`config.mk`:
```
export PLATFORM = sky130hd
export DESIGN_NAME = syn_fgyrus_mem_arb
export DESIGN_NICKNAME = d
export VERILOG_FILES = /design/src/rtl/syn_fgyrus_mem_arb.sv
export SDC_FILE = /design/constraint.sdc
export NUM_CORES = 1
export LEC_CHECK = 0
export ABC_AREA = 1
export CORE_ASPECT_RATIO = 1.75
export CORE_MARGIN = 8
export CORE_UTILIZATION = 39
export CTS_BUF_LIST = sky130_fd_sc_hd__clkbuf_2
export DETAILED_ROUTE_END_ITERATION = 16
export GPL_ROUTABILITY_DRIVEN = 0
export GPL_TIMING_DRIVEN = 0
export PLACE_DENSITY = 0.89
export SLEW_MARGIN = 30
export SYNTH_ARGS = -nofsm -noshare
export SYNTH_HDL_FRONTEND = slang
export SYNTH_SLANG_ARGS = --single-unit
```
`constraint.sdc`:
```
create_clock -name clk_ir -period 2.41 [get_ports clk_ir]
set_input_delay 0.3615 -clock clk_ir [delete_from_list [all_inputs] [get_ports clk_ir]]
set_output_delay 0.3615 -clock clk_ir [all_outputs]
set_load 0.05 [all_outputs]
```
`src/rtl/syn_fgyrus_mem_arb.sv`:
```
`default_nettype none
// ============================================================================
// Module : syn_fgyrus_mem_arb
// Desc   : Shares one single-port coefficient RAM between the FFT sequencer
//          and the local-bus path, returning read data to the issuing side.
// Rev    : 1.0  initial release
// ============================================================================
module syn_fgyrus_mem_arb #(
  parameter int P_DATA_W     = 32,
  parameter int P_ADDR_W     = 7,
  parameter int P_MEM_RD_DEL = 2,
  parameter int P_STARVE_MAX = 8
) (
  input  logic                clk_ir,
  input  logic                rst_sync_l,
  input  logic                fsm_lock,
  input  logic                fsm_rden,
  input  logic                fsm_wren,
  input  logic [P_ADDR_W-1:0] fsm_addr,
  input  logic [P_DATA_W-1:0] fsm_wdata,
  output logic                fsm_gnt,
  output logic                fsm_rd_valid,
  output logic [P_DATA_W-1:0] fsm_rdata,
  input  logic                lb_rden,
  input  logic                lb_wren,
  input  logic [P_ADDR_W-1:0] lb_addr,
  input  logic [P_DATA_W-1:0] lb_wdata,
  output logic                lb_gnt,
  output logic                lb_rd_valid,
  output logic [P_DATA_W-1:0] lb_rdata,
  output logic                mem_rden,
  output logic                mem_wren,
  output logic [P_ADDR_W-1:0] mem_addr,
  output logic [P_DATA_W-1:0] mem_wdata,
  input  logic [P_DATA_W-1:0] mem_rdata,
  output logic                lb_starved
);

  localparam int C_CNT_W  = $clog2(P_STARVE_MAX + 1);
  localparam int C_PIPE_D = 1 + P_MEM_RD_DEL;
  localparam logic [C_CNT_W-1:0] C_STARVE_MAX = C_CNT_W'(P_STARVE_MAX);

  typedef enum logic [1:0] {
    ST_IDLE    = 2'd0,
    ST_FSM_OWN = 2'd1,
    ST_LB_OWN  = 2'd2
  } state_t;

  state_t r_state;
  state_t w_state_nxt;

  logic                w_fsm_req;
  logic                w_lb_req;
  logic                w_fsm_win;
  logic                w_lb_win;
  logic                w_any_gnt;
  logic                w_sel_wr;
  logic                w_sel_rd;
  logic [P_ADDR_W-1:0] w_sel_addr;
  logic [P_DATA_W-1:0] w_sel_wdata;
  logic [C_CNT_W-1:0]  r_lb_wait_cnt;
  logic [C_PIPE_D-1:0] r_vld_pipe;
  logic [C_PIPE_D-1:0] r_own_pipe;

  assign w_fsm_req = fsm_rden | fsm_wren;
  assign w_lb_req  = lb_rden | lb_wren;

  // Grants are masked by reset so nothing is accepted while the block is held.
  always_comb begin
    w_lb_win    = 1'b0;
    w_fsm_win   = 1'b0;
    w_state_nxt = ST_IDLE;
    w_lb_win    = rst_sync_l & w_lb_req & ~fsm_lock &
                  ((r_lb_wait_cnt == C_STARVE_MAX) | ~w_fsm_req);
    w_fsm_win   = rst_sync_l & w_fsm_req & ~w_lb_win;
    case (r_state)
      ST_IDLE, ST_FSM_OWN, ST_LB_OWN: begin
        if (w_lb_win)       w_state_nxt = ST_LB_OWN;
        else if (w_fsm_win) w_state_nxt = ST_FSM_OWN;
      end
      default: w_state_nxt = ST_IDLE;
    endcase
  end

  assign fsm_gnt     = w_fsm_win;
  assign lb_gnt      = w_lb_win;
  assign w_any_gnt   = w_fsm_win | w_lb_win;
  assign w_sel_wr    = w_lb_win ? lb_wren : fsm_wren;
  // A write that is illegally paired with a read wins; the read is dropped.
  assign w_sel_rd    = (w_lb_win ? lb_rden : fsm_rden) & ~w_sel_wr;
  assign w_sel_addr  = w_lb_win ? lb_addr : fsm_addr;
  assign w_sel_wdata = w_lb_win ? lb_wdata : fsm_wdata;

  always_ff @(posedge clk_ir or negedge rst_sync_l) begin
    if (!rst_sync_l) begin
      r_state <= ST_IDLE;
    end else begin
      r_state <= w_state_nxt;
    end
  end

  always_ff @(posedge clk_ir or negedge rst_sync_l) begin
    if (!rst_sync_l) begin
      r_lb_wait_cnt <= '0;
      lb_starved    <= 1'b0;
    end else begin
      if (!w_lb_req || w_lb_win) begin
        r_lb_wait_cnt <= '0;
      end else if (r_lb_wait_cnt != C_STARVE_MAX) begin
        r_lb_wait_cnt <= r_lb_wait_cnt + C_CNT_W'(1);
      end
      if (w_lb_win && w_fsm_req) begin
        lb_starved <= 1'b1;
      end
    end
  end

  always_ff @(posedge clk_ir or negedge rst_sync_l) begin
    if (!rst_sync_l) begin
      mem_rden   <= 1'b0;
      mem_wren   <= 1'b0;
      mem_addr   <= '0;
      mem_wdata  <= '0;
      r_vld_pipe <= '0;
      r_own_pipe <= '0;
    end else begin
      mem_rden <= w_any_gnt & w_sel_rd;
      mem_wren <= w_any_gnt & w_sel_wr;
      if (w_any_gnt) begin
        mem_addr  <= w_sel_addr;
        mem_wdata <= w_sel_wdata;
      end
      // Owner bit: 1 marks a local-bus read.
      r_vld_pipe <= {r_vld_pipe[C_PIPE_D-2:0], w_any_gnt & w_sel_rd};
      r_own_pipe <= {r_own_pipe[C_PIPE_D-2:0], w_lb_win};
    end
  end

  assign fsm_rd_valid = r_vld_pipe[C_PIPE_D-1] & ~r_own_pipe[C_PIPE_D-1];
  assign lb_rd_valid  = r_vld_pipe[C_PIPE_D-1] &  r_own_pipe[C_PIPE_D-1];
  assign fsm_rdata    = fsm_rd_valid ? mem_rdata : '0;
  assign lb_rdata     = lb_rd_valid  ? mem_rdata : '0;

endmodule
`default_nettype wire

```
==> reports/qor.yml, run 1 <==
yosys:
  synth_top_family_by_area: "simple AND/OR/NAND/NOR gates"
  muxShareOfSynthArea_pct: 0
  synth_cells: 455
  ys_seq_area_share_pct: 40.7
  synth_compound_area_share_pct: 7.22
  synth_cell_types: 19
  synth_nets: 574
  yosys_register_bits: 51
  synth_simple_gate_area_share_pct: 36.1
  synth_area_per_cell_um2: 6.89
  synth_warnings: 0
  synthXorXnorAreaFrac_pct: 0.838
  synth_fa_ha_area_share_pct: 0.798
  netlist_area_um2: 3140
clock_network:
  cts_root_buffer: "clkbuf_2"
  cts_tree: "done"
  cts_max_path_buffers: 2
  numCtsBuffers: 5
  path_clk_slew_ps: 230
  cts.sinks: 51
  clk_latency_ps: 440
  htreeDepth: 2
die:
  start_util_pct: 39.9
  die_w_um: 83.8
  fp.dieArea_um2: 11300
  row_count: 43
  dieHeight_um: 135
  io_pins: 227
  core_area_um2: 7860
sta:
  fin_crit_sh_pct: 94.3
  final-hold-violation-count: 0
  setup_slack_ps: 137
  fmax_mhz: 440
  setup_viol: 0
  fin_crit_ps: 2270
  tightest_slew_ps: 675
  skew_ps: 19.4
  slew-limit-headroom_pct: 54.9
  slew_violations: 0
grt:
  grt_max_degree: 40
  antenna_found_initial: 1
  grt_pass1_wl_um: 20500
  grt.total_usage_pct: 22.3
  grt.overflow.total: 0
  grt_pass1_vias: 3920
finish:
  multiInputGateArea_um2: 1430
  final_nets: 814
  area_growth_pct: 74.5
  fillCellCount: 678
  register_area_um2: 1280
  utilization_pct: 69.7
  n_antenna_cell: 0
  drive_gt1_share_pct: 11.8
  finalInstanceArea_um2: 5470
  fin_cells: 784
routing:
  routedWlPerCell_um: 16.7
  vias_per_cell: 4.82
  route.detailed.drc: 0
  dr.pass1.iters: 4
  vias: 3778
  postRouteAntennaNets: 0
  drt_iter0_markers: 169
  wl_um: 13100
pwr:
  power.density_nw_per_um2: 557
  power_frac_clock_pct: 10.7
  switching_share_pct: 45.3
  p_sw_mw: 1.38
  p_leak_nw: 2.92
  p_seq_share_pct: 36.0
  vdd_drop_max_mv: 0.414
  internal_power_mw: 1.67
  p_comb_share_pct: 53.4
job:
  maxCapViolCount: 0
setup_path:
  cp-end-kind: "output port"
  cp_num_buf_inv: 4
  startpoint_type: "input port"
  worstPathCellList: "clkdlybuf4s50_1 -> inv_1 -> nand2_1 -> nand2_2 -> clkbuf_1 -> nor2_1 -> buf_6"
  cpLargestDelayFamily: "buffers and inverters"
  slowest_delay_ps: 430
  critPathSlowestCell: "clkbuf_1"
  cp_max_fo: 10
  arrival_ps: 1910
  crit_type: "input port to output port"
  cp.required_ps: 2050
placement:
  dp_cells: 772
  place_ws_ps: -461
  placed_cell_area_um2: 5530
  dp_hpwl_um: 10800
  port_buffers: 226
min_path:
  hold_path_class: "flip-flop to flip-flop"
outcome:
  outcome: "finished, final reports clean"
[through the flow]
step	hold WS (ps)	setup TNS, ps	total power, mW
3_3_place_gp	336	-100610	2.67
2_1_floorplan	65.9	0	2.05
4_1_cts	-293	-40.2	3.07
3_5_place_dp	234	-902	2.72
5_1_grt	388	-1.27	3.22
6_report	379	0	3.05
[area by class of cell]
class | instances | area share (%)
Timing Repair Buffer | 234 | 39.6
Multi-Input combinational cell | 291 | 26.2
Sequential cell | 51 | 23.3
Inverter | 83 | 5.69
Buffer | 29 | 2.54
Tap cell | 90 | 2.06
Clock buffer | 5 | 0.457
Clock inverter | 1 | 0.137
[final timing paths]
| path | start | slack [ps] | depth (start not counted) | end |
|---|---|---|---|---|
| setup / recovery | fsm_rden | 140 | 7 | fsm_gnt |
| hold / removal | r_own_pipe[1]$_DFF_PN0_ | 380 | 0 | r_own_pipe[2]$_DFF_PN0_ |
| setup reg to reg | r_lb_wait_cnt[1]$_DFFE_PN0P_ | 740 | 9 | mem_wdata[25]$_DFFE_PN0P_ |
| hold reg to reg | r_own_pipe[1]$_DFF_PN0_ | 380 | 0 | r_own_pipe[2]$_DFF_PN0_ |
| max in group asynchronous | rst_sync_l | 1420 | 3 | mem_wdata[0]$_DFFE_PN0P_ |
| min in group asynchronous | rst_sync_l | 470 | 2 | mem_wdata[13]$_DFFE_PN0P_ |
[state kept, by name, indices dropped and copies added, names as in the netlist]
name / cells
r_lb_wait_cnt: 4
mem_wren: 1
r_vld_pipe: 3
lb_starved: 1
mem_addr: 7
r_own_pipe: 3
mem_wdata: 32
[power by group through the flow]
stage / clock [mW] / sequential (mW) / combinational [mW]
final: 0.325 / 1.10 / 1.63
after global routing: 0.357 / 1.12 / 1.74
after CTS: 0.333 / 1.10 / 1.64
after detailed placement: 0 / 1.12 / 1.60
after global placement: 0 / 1.11 / 1.56
after floorplan: 0 / 1.54 / 0.509
[logic make-up after synthesis]
family / count (synthesis)
fa+ha+maj: 2
simple gates: 242
flops: 51
xor+xnor: 3
buf+inv: 113
compound gates: 44
[cells in the mapped netlist, drive strengths merged]
library cell  number  area [um2]
a31o               1        8.76
buf               17        90.1
a21boi             1        7.51
ha                 2        25.0
nand3             42         215
dfrtp             51        1280
inv               83         312
nand3b            39         293
a21oi              1        5.00
nor2              73         282
xor2               3        26.3
clkbuf            13        48.8
o21ai             41         205
nand2             88         343
[metal layers]
metal,track usage [%],routed length [um],part of all wire (%)
met5,0,13,0.099
met4,5.89,301,2.3
met1,21.7,4650,35
met2,41.3,6840,52
met3,9.71,1320,10
[layout by cell type (no fill, tap or decap), drive strengths merged]
master / netlist / final
dfrtp: 51 / 51
a21oi: 1 / 1
clkinvlp: 0 / 1
nand2: 88 / 88
ha: 2 / 2
nor2: 73 / 73
nand3: 42 / 42
dlygate4sd2: 0 / 14
o21ai: 41 / 41
dlygate4sd3: 0 / 3
xor2: 3 / 3
clkdlybuf4s50: 0 / 158
a21boi: 1 / 1
a31o: 1 / 1
nand3b: 39 / 39
clkdlybuf4s15: 0 / 12
buf: 17 / 24
inv: 83 / 83
dlymetal6s2s: 0 / 3
clkbuf: 13 / 54
[what timing repair did]
action                                 in CTS  in global routing
setup endpoints to repair                  64                 63
resized for setup                         103                 75
endpoints found under the hold margin      38                 38
buffers inserted                            3                  0
pin swaps                                   1                  0
(Power assumes the default switching activity.)
==> inputs of run 2 (changes only) <==
CORE_MARGIN = 2   (was 8)
==> reports/qor.yml, run 2 (same netlist as run 1, synthesis figures left out) <==
sta:
  hold_ws_ps: 234  # -145 ps
  tns_ps: 0  # unchanged
  fin_crit_ps: 2300  # +27.6 ps
  skew_ps: 13.1  # -6.27 ps
  tightest_slew_ps: 564  # -111 ps
  slew_violations: 0  # unchanged
  rsz0062_at_grt: "no"
  final-hold-violation-count: 0  # unchanged
  setup_viol: 0  # unchanged
  fmax_mhz: 435  # -1.2%
  setup_slack_ps: 109  # -27.6 ps
  fin_crit_sh_pct: 95.5  # +1.1 points
  slew-limit-headroom_pct: 62.3  # +7.4 points
placement:
  place_ws_ps: -556  # -95.3 ps
  dp_cells: 772  # unchanged
  dp_hpwl_um: 10000  # -7.6%
  port_buffers: 226  # unchanged
setup_path:
  crit_type: "flip-flop to output port"
  cp.required_ps: 2050  # about the same
  cpLargestDelayFamily: "buffers and inverters"
  cp_num_buf_inv: 2  # -2
  r2r_start: "r_lb_wait_cnt[1]$_DFFE_PN0P_"
  worstSetupStartpoint: "r_own_pipe[2]$_DFF_PN0_"
  arrival_ps: 1940  # +30 ps
  cp-end-kind: "output port"
  slowest_delay_ps: 510  # +80 ps
  worstPathCellList: "nand2_1 -> clkbuf_2 -> nor2_1 -> clkdlybuf4s15_1"
  critPathSlowestCell: "clkdlybuf4s15_1"
  startpoint_type: "flip-flop"
  cp_max_fo: 10  # unchanged
finish:
  fin_cells: 782  # -0.26%
  n_antenna_cell: 0  # unchanged
  area_growth_pct: 74.9
  final_common_cell: "clkdlybuf4s50_1"
  largestRegisters: "mem_wdata (32), mem_addr (7), r_lb_wait_cnt (4)"
  final_nets: 812  # -0.25%
  largest_register_ffs: 32  # unchanged
  top_register: "mem_wdata"
  drive_gt1_share_pct: 12.0  # +0.18 points
  final_cell_mix: "clkdlybuf4s50_1 (158), nand2_1 (85), inv_1 (82)"
clock_network:
  cts.sinks: 51  # unchanged
  cts_max_path_buffers: 2  # unchanged
  numCtsBuffers: 5  # unchanged
  path_clk_slew_ps: 260  # +30 ps
  cts_root_buffer: "clkbuf_2"
  htreeDepth: 2  # unchanged
  cts_tree: "done"
  clk_latency_ps: 460  # +20 ps
grt:
  antenna_found_initial: 0  # -1
  grt_pass1_vias: 3840  # -2.0%
  grt.total_usage_pct: 27.7  # +5.4 points
  grt_pass1_wl_um: 18700  # -8.7%
  grt.overflow.total: 0  # unchanged
  grt_max_degree: 49  # +23%
pwr:
  p_sw_mw: 1.40  # +0.95%
  p_seq_share_pct: 35.9  # about the same
  power_frac_clock_pct: 11.0  # +0.3 points
  internal_power_mw: 1.67  # +0.18%
  p_total_mw: 3.07  # +0.53%
  p_comb_share_pct: 53.1  # -0.3 points
  p_leak_nw: 2.93  # about the same
  vdd_drop_max_mv: 0.391  # -5.7%
  switching_share_pct: 45.5  # +0.19 points
  power.density_nw_per_um2: 559  # +0.30%
die:
  start_util_pct: 39.9  # unchanged
  row_count: 43  # unchanged
  core_area_um2: 7860  # unchanged
  die_w_um: 71.8  # -14%
  dieHeight_um: 123  # -8.9%
  fp.dieArea_um2: 8800  # -22%
  io_pins: 227  # unchanged
routing:
  postRouteAntennaNets: 0  # unchanged
  drt_iter0_markers: 173  # +2.4%
  routedWlPerCell_um: 16.1  # -3.9%
  vias: 3927  # +3.9%
  dr.pass1.iters: 4  # unchanged
  vias_per_cell: 5.02  # +4.2%
  route.detailed.drc: 0  # unchanged
  wl_um: 12600  # -4.1%
job:
  maxCapViolCount: 0  # unchanged
outcome:
  outcome: "finished, final reports clean"
min_path:
  hold_path_class: "input port to async pin"
-- run 2: metal layers --
layer	wire [um]	GRT usage [%]
met2	6520	50.8
met5	0	0
met4	519	13.3
met1	4020	25.2
met3	1530	12.6
-- run 2: layout make-up --
type | count | area (um2)
tap | 90 | 113
timing repair buffer | 233 | 2190
fill | 678 | 2370
inverter | 83 | 312
multi-input combinational | 291 | 1430
clock inverter | 1 | 7.51
clock buffer | 5 | 25.0
sequential | 51 | 1280
buffer | 28 | 135
-- run 2: metrics by stage --
step	instance area, um2	util (%)
global placement	5510	70.2
finish	5490	69.8
floorplan	3140	-
CTS	5620	71.5
detailed placement	5540	70.5
global route	5490	69.8
-- run 2: power by group through the flow --
stage          Sequential, mW  Combinational (mW)  Clock (mW)
3_5_place_dp             1.12                1.59           0
6_report                 1.10                1.63       0.338
2_1_floorplan            1.54               0.509           0
3_3_place_gp             1.11                1.55           0
4_1_cts                  1.10                1.63       0.347
5_1_grt                  1.12                1.72       0.374
-- run 2: worst paths after layout --
path | to | slack, ps | cells after the start
min in group clk_ir | r_own_pipe[1]$_DFF_PN0_ | 380 | 0
hold / removal | mem_wdata[16]$_DFFE_PN0P_ | 230 | 2
hold reg to reg | r_own_pipe[1]$_DFF_PN0_ | 380 | 0
setup reg to reg | mem_addr[2]$_DFFE_PN0P_ | 660 | 9
setup / recovery | lb_rdata[29] | 110 | 4
max in group asynchronous | mem_wdata[2]$_DFFE_PN0P_ | 1580 | 4
-- run 2: repair_timing --
item,4_1_cts,5_1_grt
endpoints found under the setup margin,64,58
pin swaps,1,0
gates resized for setup,113,66
buffers inserted,3,0
hold buffers,3,0
hold endpoints to repair,51,0
-- run 2: worst reg2reg max path, stage by stage (launching register included) --
cell	delay (ps)
dfrtp_1	450
inv_1	90
ha_1	180
nand3_2	160
nand2_4	150
buf_4	160
buf_2	230
nand3b_1	110
nand2_1	100
nand2_1	60
